## config.mk

```make
export PLATFORM = sky130hd
export DESIGN_NAME = can_rx_destuffer
export DESIGN_NICKNAME = d
export VERILOG_FILES = /design/src/rtl/can_rx_destuffer.sv
export SDC_FILE = /design/constraint.sdc
export NUM_CORES = 1
export LEC_CHECK = 0
export BUFFER_PORTS_ARGS = -buffer_cell sky130_fd_sc_hd__buf_4
export CAP_MARGIN = 20
export CORE_MARGIN = 3
export CORE_UTILIZATION = 30
export DETAILED_ROUTE_END_ITERATION = 10
export GPL_ROUTABILITY_DRIVEN = 0
export PLACE_DENSITY_LB_ADDON = 0.15
export SLEW_MARGIN = 30
export SYNTH_ARGS = -nofsm -noshare
export SYNTH_HDL_FRONTEND = slang
export SYNTH_SLANG_ARGS = --single-unit
```

## constraint.sdc

```tcl
create_clock -name clk -period 3.9 [get_ports clk]
set_clock_uncertainty 0.2 [all_clocks]
set_input_delay 0.78 -clock clk [delete_from_list [all_inputs] [get_ports clk]]
set_output_delay 0.78 -clock clk [all_outputs]
set_load 0.01 [all_outputs]
```

## src/rtl/can_rx_destuffer.sv

```systemverilog
// CAN receive bit destuffer: removes stuff bits, flags stuff violations and runs CRC-15 on destuffed bits.
// Optional stuff-bit counter output is enabled by defining CAN_DESTUFF_STATS_EN.
module can_rx_destuffer #(
    parameter int          RUN_LEN  = 5,
    parameter logic [14:0] CRC_POLY = 15'h4599
) (
    input  logic        clk,
    input  logic        rst_n,
    input  logic        bit_in,
    input  logic        bit_valid,
    input  logic        sof,
    input  logic        stuff_en,
    output logic        bit_out,
    output logic        bit_out_valid,
    output logic        stuff_err,
    output logic        frame_active,
    output logic [14:0] crc,
    output logic        crc_zero
`ifdef CAN_DESTUFF_STATS_EN
    ,
    output logic [7:0]  stuff_cnt
`endif
);

    localparam int             CW      = $clog2(RUN_LEN + 1);
    localparam logic [CW-1:0]  RUN_MAX = CW'(RUN_LEN);
    localparam logic [CW-1:0]  RUN_ONE = CW'(1);

    typedef enum logic [1:0] {
        IDLE,
        RX,
        ERR
    } state_t;

    state_t        state_q;
    logic          last_bit_q;
    logic [CW-1:0] run_cnt_q;
    logic [14:0]   crc_q;
    logic          bit_out_q;
    logic          bit_out_valid_q;
    logic          stuff_err_q;
    logic [14:0]   crc_d;
    logic [14:0]   crc_sof_d;

    // A start-of-frame bit is folded into a freshly cleared register, so only the feedback term survives.
    always_comb begin
        crc_d     = {crc_q[13:0], 1'b0} ^ ((bit_in ^ crc_q[14]) ? CRC_POLY : 15'h0000);
        crc_sof_d = bit_in ? CRC_POLY : 15'h0000;
    end

`ifdef CAN_DESTUFF_STATS_EN
    logic [7:0] stuff_cnt_q;

    always_ff @(posedge clk or negedge rst_n) begin
        if (!rst_n) begin
            stuff_cnt_q <= 8'h00;
        end else if (bit_valid && sof) begin
            stuff_cnt_q <= 8'h00;
        end else if (bit_valid && state_q == RX && stuff_en && run_cnt_q == RUN_MAX
                     && bit_in != last_bit_q && stuff_cnt_q != 8'hFF) begin
            stuff_cnt_q <= stuff_cnt_q + 8'h01;
        end
    end

    assign stuff_cnt = stuff_cnt_q;
`endif

    // Receive FSM; sof always restarts the frame, even over a pending stuff violation.
    always_ff @(posedge clk or negedge rst_n) begin
        if (!rst_n) begin
            state_q         <= IDLE;
            last_bit_q      <= 1'b1;
            run_cnt_q       <= '0;
            crc_q           <= 15'h0000;
            bit_out_q       <= 1'b0;
            bit_out_valid_q <= 1'b0;
            stuff_err_q     <= 1'b0;
        end else begin
            bit_out_valid_q <= 1'b0;
            stuff_err_q     <= 1'b0;
            if (bit_valid) begin
                if (sof) begin
                    state_q         <= RX;
                    crc_q           <= crc_sof_d;
                    run_cnt_q       <= RUN_ONE;
                    last_bit_q      <= bit_in;
                    bit_out_q       <= bit_in;
                    bit_out_valid_q <= 1'b1;
                end else if (state_q == RX) begin
                    if (!stuff_en) begin
                        run_cnt_q       <= '0;
                        last_bit_q      <= bit_in;
                        crc_q           <= crc_d;
                        bit_out_q       <= bit_in;
                        bit_out_valid_q <= 1'b1;
                    end else if (run_cnt_q == RUN_MAX) begin
                        if (bit_in != last_bit_q) begin
                            run_cnt_q  <= RUN_ONE;
                            last_bit_q <= bit_in;
                        end else begin
                            stuff_err_q <= 1'b1;
                            state_q     <= ERR;
                        end
                    end else begin
                        run_cnt_q       <= (bit_in == last_bit_q) ? run_cnt_q + RUN_ONE : RUN_ONE;
                        last_bit_q      <= bit_in;
                        crc_q           <= crc_d;
                        bit_out_q       <= bit_in;
                        bit_out_valid_q <= 1'b1;
                    end
                end
            end
        end
    end

    assign bit_out       = bit_out_q;
    assign bit_out_valid = bit_out_valid_q;
    assign stuff_err     = stuff_err_q;
    assign frame_active  = (state_q == RX);
    assign crc           = crc_q;
    assign crc_zero      = (crc_q == 15'h0000);

endmodule

```

==> metrics.cfg, run 1 <==
[global_routing]
grt_pass1_wl_um = 6003
grt_usage_pct = 14.01
grt_pass1_vias = 1176
grt-ovfl-total = 0
grt_max_degree = 26
antenna_found_initial = 0

[synth]
synthesis.area_sq_um = 1383
synth-seq-cells = 24
synth_seq_area_share_pct = 43.53
avgSynthCellArea_sq_um = 9.806
async_flop_share_pct = 100.0
syn_inst = 141
ys_warn_count = 0
synth_fp_nets = 149
synth.distinct_cells = 41
synth_edf_count = 0
synth_ff_type = dfrtp_1

[sta]
slew_viol_final = 0
layout_min_cycle_time_ns = 2.443
rsz0062_at_grt = false
tightest_slew_ns = 0.5291
hold_viol = 0
fmax_mhz = 409.3
max_slew_margin_pct = 64.72
fin_crit_sh_pct = 62.65
setup-tns-final_ns = 0
finalSetupViolCount = 0

[outcome]
outcome = complete, no violations

[cts]
ctsRootBufferMaster = clkbuf_8
cts_tree = done
h-tree-depth = 1
post_cts_buffers = 0
cts_resized = 0
clock_sinks = 24
clock_latency_ns = 0.26
path_clk_slew_ns = 0.09
cts_hold_buf = 0
cts_max_path_buffers = 2
cts_made_buffers = 3

[critical_path]
end_kind = output port
r2r_cells = 5
startpoint_type = flop
crit_required_ns = 2.92
reg2reg_slack_ns = 1.88
rr_endpoint = bit_out$_DFFE_PN0P_
r2r-start = run_cnt_q[1]$_DFFE_PN0P_
crit_arrival_ns = 1.46
crit_fanout = 11
worstSetupPathType = flop to output port

[floorplan]
start_util_pct = 31.32
die-area_sq_um = 5459
boundaryPins = 26
dieHeight_um = 73.89
placementRows = 24
core_sq_um = 4414
die_w_um = 73.89

[cells_and_area]
seq_area_sq_um = 601.8
final_net_count = 168
fin_util_pct = 36.54
final_area_sq_um = 1613
final_common_cell = buf_4
multi_input_area_sq_um = 684.4
antenna_cells = 0
synthToLayoutAreaGrowth_pct = 16.65
drive_gt1_share_pct = 26.42
final_cell_mix = 25 x buf_4, 23 x dfrtp_1, 16 x a21oi_1, 14 x nand2_1, 13 x o22ai_1
n_fill_cell = 448

[placement]
placed_area_sq_um = 1558
dp_hpwl_um = 2392
port_buffers = 25

[min_path]
hold_path_class = primary input to asynchronous set/reset pin

[drt]
dr_total_vias = 1162
wirelength_met1_um = 1694
wl_met3_um = 132
wl_met2_um = 1554
ant_nets = 0
wire_per_inst_um = 16.13
drt_first_pass_iters = 4
vias_per_cell = 5.507
post-route-drc-count = 0
drt_iter0_drc = 87
top_layer_used = met4
routed_wl_um = 3403

[flow_run]
max-cap-violations = 0

[pwr]
power_leakage_nw = 0.6647
ir_worst_vdd_mv = 0.1498
p_total_mw = 0.7340
power_density_nw_per_um2 = 455.1

## through the flow
stage | std cells | worst slack (ns) | hold WS, ns
2_1_floorplan | 141 | 1.867 | 0.2634
3_3_place_gp | 207 | 1.747 | 0.2776
3_5_place_dp | 207 | 1.722 | 0.2822
4_1_cts | 211 | 1.425 | 0.2036
5_1_grt | 211 | 1.333 | 0.2161
6_report | 211 | 1.457 | 0.2021
## critical path, cell delays in order (launching register included)
cell	delay [ns]
dfrtp_1	0.54
nor4_1	0.31
and4_1	0.23
buf_4	0.12
## cell usage after synthesis, types with 2 or more instances
cell | number | area share, %
a21oi_1 | 16 | 5.8
a21oi_2 | 2 | 1.3
a22oi_1 | 8 | 4.3
a31oi_1 | 3 | 1.4
and4_1 | 2 | 1.3
buf_2 | 4 | 1.4
buf_4 | 4 | 2.2
buf_6 | 2 | 1.6
dfrtp_1 | 23 | 42
ha_1 | 2 | 1.8
inv_1 | 4 | 1.1
nand2_1 | 14 | 3.8
nand3_1 | 2 | 0.72
nor4_1 | 3 | 1.4
o21ai_1 | 10 | 3.6
o22ai_1 | 13 | 5.9
xnor2_1 | 5 | 3.2
## cells by family after synthesis
family	Yosys count	share of synthesized area [%]
flip-flops	24	43.53
XOR/XNOR	6	4.344
AO/OA/AOI/OAI	63	30.50
multiplexers	1	1.086
AND/OR/NAND/NOR	29	11.76
buffers and inverters	16	6.967
adder cells (fa/ha/maj)	2	1.810
## per-layer routing
| layer | vias up | track usage, % |
|---|---|---|
| li1 | 572 | - |
| met4 | 0 | 4.225 |
| met5 | - | 0 |
| met2 | 22 | 20.37 |
| met3 | 2 | 2.326 |
| met1 | 566 | 21.03 |
## registers in the layout, indices dropped and copies added (netlist names)
signal and count:
state_q 2, bit_out_valid 1, stuff_err 1, run_cnt_q 3, crc 15, bit_out 1, last_bit_q 1
## worst max-delay path by stage
| stage | from | endpoint | slack [ns] | depth (start not counted) |
|---|---|---|---|---|
| final | crc[14]$_DFFE_PN0P_ | crc_zero | 1.46 | 3 |
| after floorplan | crc[14]$_DFFE_PN0P_ | crc_zero | 1.87 | 3 |
| after CTS | crc[14]$_DFFE_PN0P_ | crc_zero | 1.43 | 3 |
| after global placement | sof | run_cnt_q[1]$_DFFE_PN0P_ | 1.75 | 4 |
| after detailed placement | sof | run_cnt_q[1]$_DFFE_PN0P_ | 1.72 | 4 |
| after global routing | crc[14]$_DFFE_PN0P_ | crc_zero | 1.33 | 3 |
## final cells by class
class | count | area share (%)
inverters | 5 | 1.164
multi-input cells | 101 | 42.44
well taps | 52 | 4.034
clock buffers | 4 | 3.413
repair buffers | 25 | 11.64
flip-flops and latches | 24 | 37.32
## report_power, final
part	internal [mW]	leakage (nW)	switching [mW]
Clock	0.0901	0.0288	0.0807
Combinational	0.110	0.345	0.107
Sequential	0.285	0.291	0.0611
(Power assumes the default switching activity.)
==> run 2, diff against run 1 <==
clock period = 2.3 ns   (was 3.9 ns; I/O delays follow)
==> metrics.cfg, run 2 (synthesis results as in run 1) <==
[drt]
drt_iter0_drc = 137
drt_first_pass_iters = 4
vias_per_cell = 5.451
ant_nets = 0
dr_total_vias = 1161
post-route-drc-count = 0
routed_wl_um = 3401
wire_per_inst_um = 15.97

[global_routing]
grt_pass1_vias = 1112
grt_pass1_wl_um = 5802
grt-ovfl-total = 0
antenna_found_initial = 0
grt_max_degree = 26
grt_usage_pct = 13.77

[critical_path]
r2r-start = run_cnt_q[1]$_DFFE_PN0P_
reg2reg_slack_ns = 0.33
r2r_cells = 5
end_kind = output port
startpoint_type = flop
worstSetupStartpoint = crc[8]$_DFFE_PN0P_
cp_slowest_cell = dfrtp_1
crit_fanout = 5
rr_endpoint = bit_out$_DFFE_PN0P_
cp_slowest_stage_delay_ns = 0.45
worstSetupPathType = flop to output port
crit_arrival_ns = 1.36
crit_required_ns = 1.64
cp_cell_sequence = nor4_1 -> and4_1 -> buf_4
cp-endpoint = crc_zero

[outcome]
outcome = complete, no violations

[cts]
cts_max_path_buffers = 2
cts_hold_buf = 1
cts_tree = done
path_clk_slew_ns = 0.09
post_cts_buffers = 0
cts_resized = 0
h-tree-depth = 1
ctsRootBufferMaster = clkbuf_8
clock_latency_ns = 0.27
clock_sinks = 24
cts_made_buffers = 3

[min_path]
hold_path_class = primary input to flop
hold_path_depth = 2

[floorplan]
die_w_um = 73.89
die-area_sq_um = 5459
start_util_pct = 31.32
boundaryPins = 26
placementRows = 24
dieHeight_um = 73.89
core_sq_um = 4414

[cells_and_area]
synthToLayoutAreaGrowth_pct = 19.10
final_net_count = 170
drive_gt1_share_pct = 26.71
fin_util_pct = 37.30
antenna_cells = 0
n_fill_cell = 453
final_common_cell = buf_4
final_cell_mix = 26 x buf_4, 23 x dfrtp_1, 16 x a21oi_1, 14 x nand2_1, 13 x o22ai_1
largest_reg_flops = 15

[sta]
max_slew_margin_pct = 65.80
fin_crit_sh_pct = 87.96
slew_viol_final = 0
hold_viol = 0
worst_slack_ns = 0.2769
fmax_mhz = 494.3
tightest_slew_ns = 0.5130
setup-tns-final_ns = 0
layout_min_cycle_time_ns = 2.023
rsz0062_at_grt = false
finalSetupViolCount = 0

[pwr]
power_leakage_nw = 0.6805
ir_worst_vdd_mv = 0.4074
power_density_nw_per_um2 = 809.9

[placement]
port_buffers = 25
place_ws_ns = 0.3435
dp_hpwl_um = 2410

[flow_run]
max-cap-violations = 0

[run 2: worst min path at each step]
| stage | from | to | slack (ns) |
|---|---|---|---|
| after floorplan | rst_n | bit_out$_DFFE_PN0P_ | -0.04 |
| after global placement | rst_n | run_cnt_q[2]$_DFFE_PN0P_ | 0.19 |
| after detailed placement | rst_n | run_cnt_q[2]$_DFFE_PN0P_ | 0.19 |
| after CTS | bit_valid | state_q[1]$_DFFE_PN0P_ | 0.26 |
| after global routing | bit_valid | state_q[1]$_DFFE_PN0P_ | 0.28 |
| final | bit_valid | state_q[1]$_DFFE_PN0P_ | 0.27 |
[run 2: final cells by class]
class                           count  area (sq um)  area share (%)
Multi-Input combinational cell    101         684.4           41.57
Sequential cell                    24         601.8           36.55
Timing Repair Buffer               27         205.2           12.46
Tap cell                           52         65.06           3.951
Clock buffer                        3         41.29           2.508
Clock inverter                      1         30.03           1.824
Inverter                            5         18.77           1.140
[run 2: power breakdown]
group          total [mW]  switching (mW)  internal (mW)
combinational       0.392           0.199          0.193
clock               0.371           0.138          0.233
sequential          0.570          0.0865          0.484
total                1.33           0.424          0.910
[run 2: critical path: cells and delay by family, from the launching register on]
kind                   cells  cell delay, ns
buffers and inverters      1            0.12
DFF                        1            0.45
and+or+nand+nor            2            0.52
[run 2: stage by stage]
| stage | hold WS [ns] | total power, mW | std cells | cell area (sq um) |
|---|---|---|---|---|
| 2_1_floorplan | -0.03559 | 0.8181 | 141 | 1383 |
| 6_report | 0.2668 | 1.333 | 213 | 1647 |
| 3_3_place_gp | 0.1856 | 0.9675 | 208 | 1565 |
| 4_1_cts | 0.2623 | 1.349 | 213 | 1647 |
| 3_5_place_dp | 0.1877 | 0.9716 | 208 | 1565 |
| 5_1_grt | 0.2785 | 1.421 | 213 | 1647 |
[run 2: routing by layer]
metal	global-route usage [%]	part of all wire, %	up-vias
li1	-	-	571
met1	19.81	50	559
met2	20.57	44	27
met3	2.873	4.5	4
met4	4.225	1.2	0
met5	0	0	-
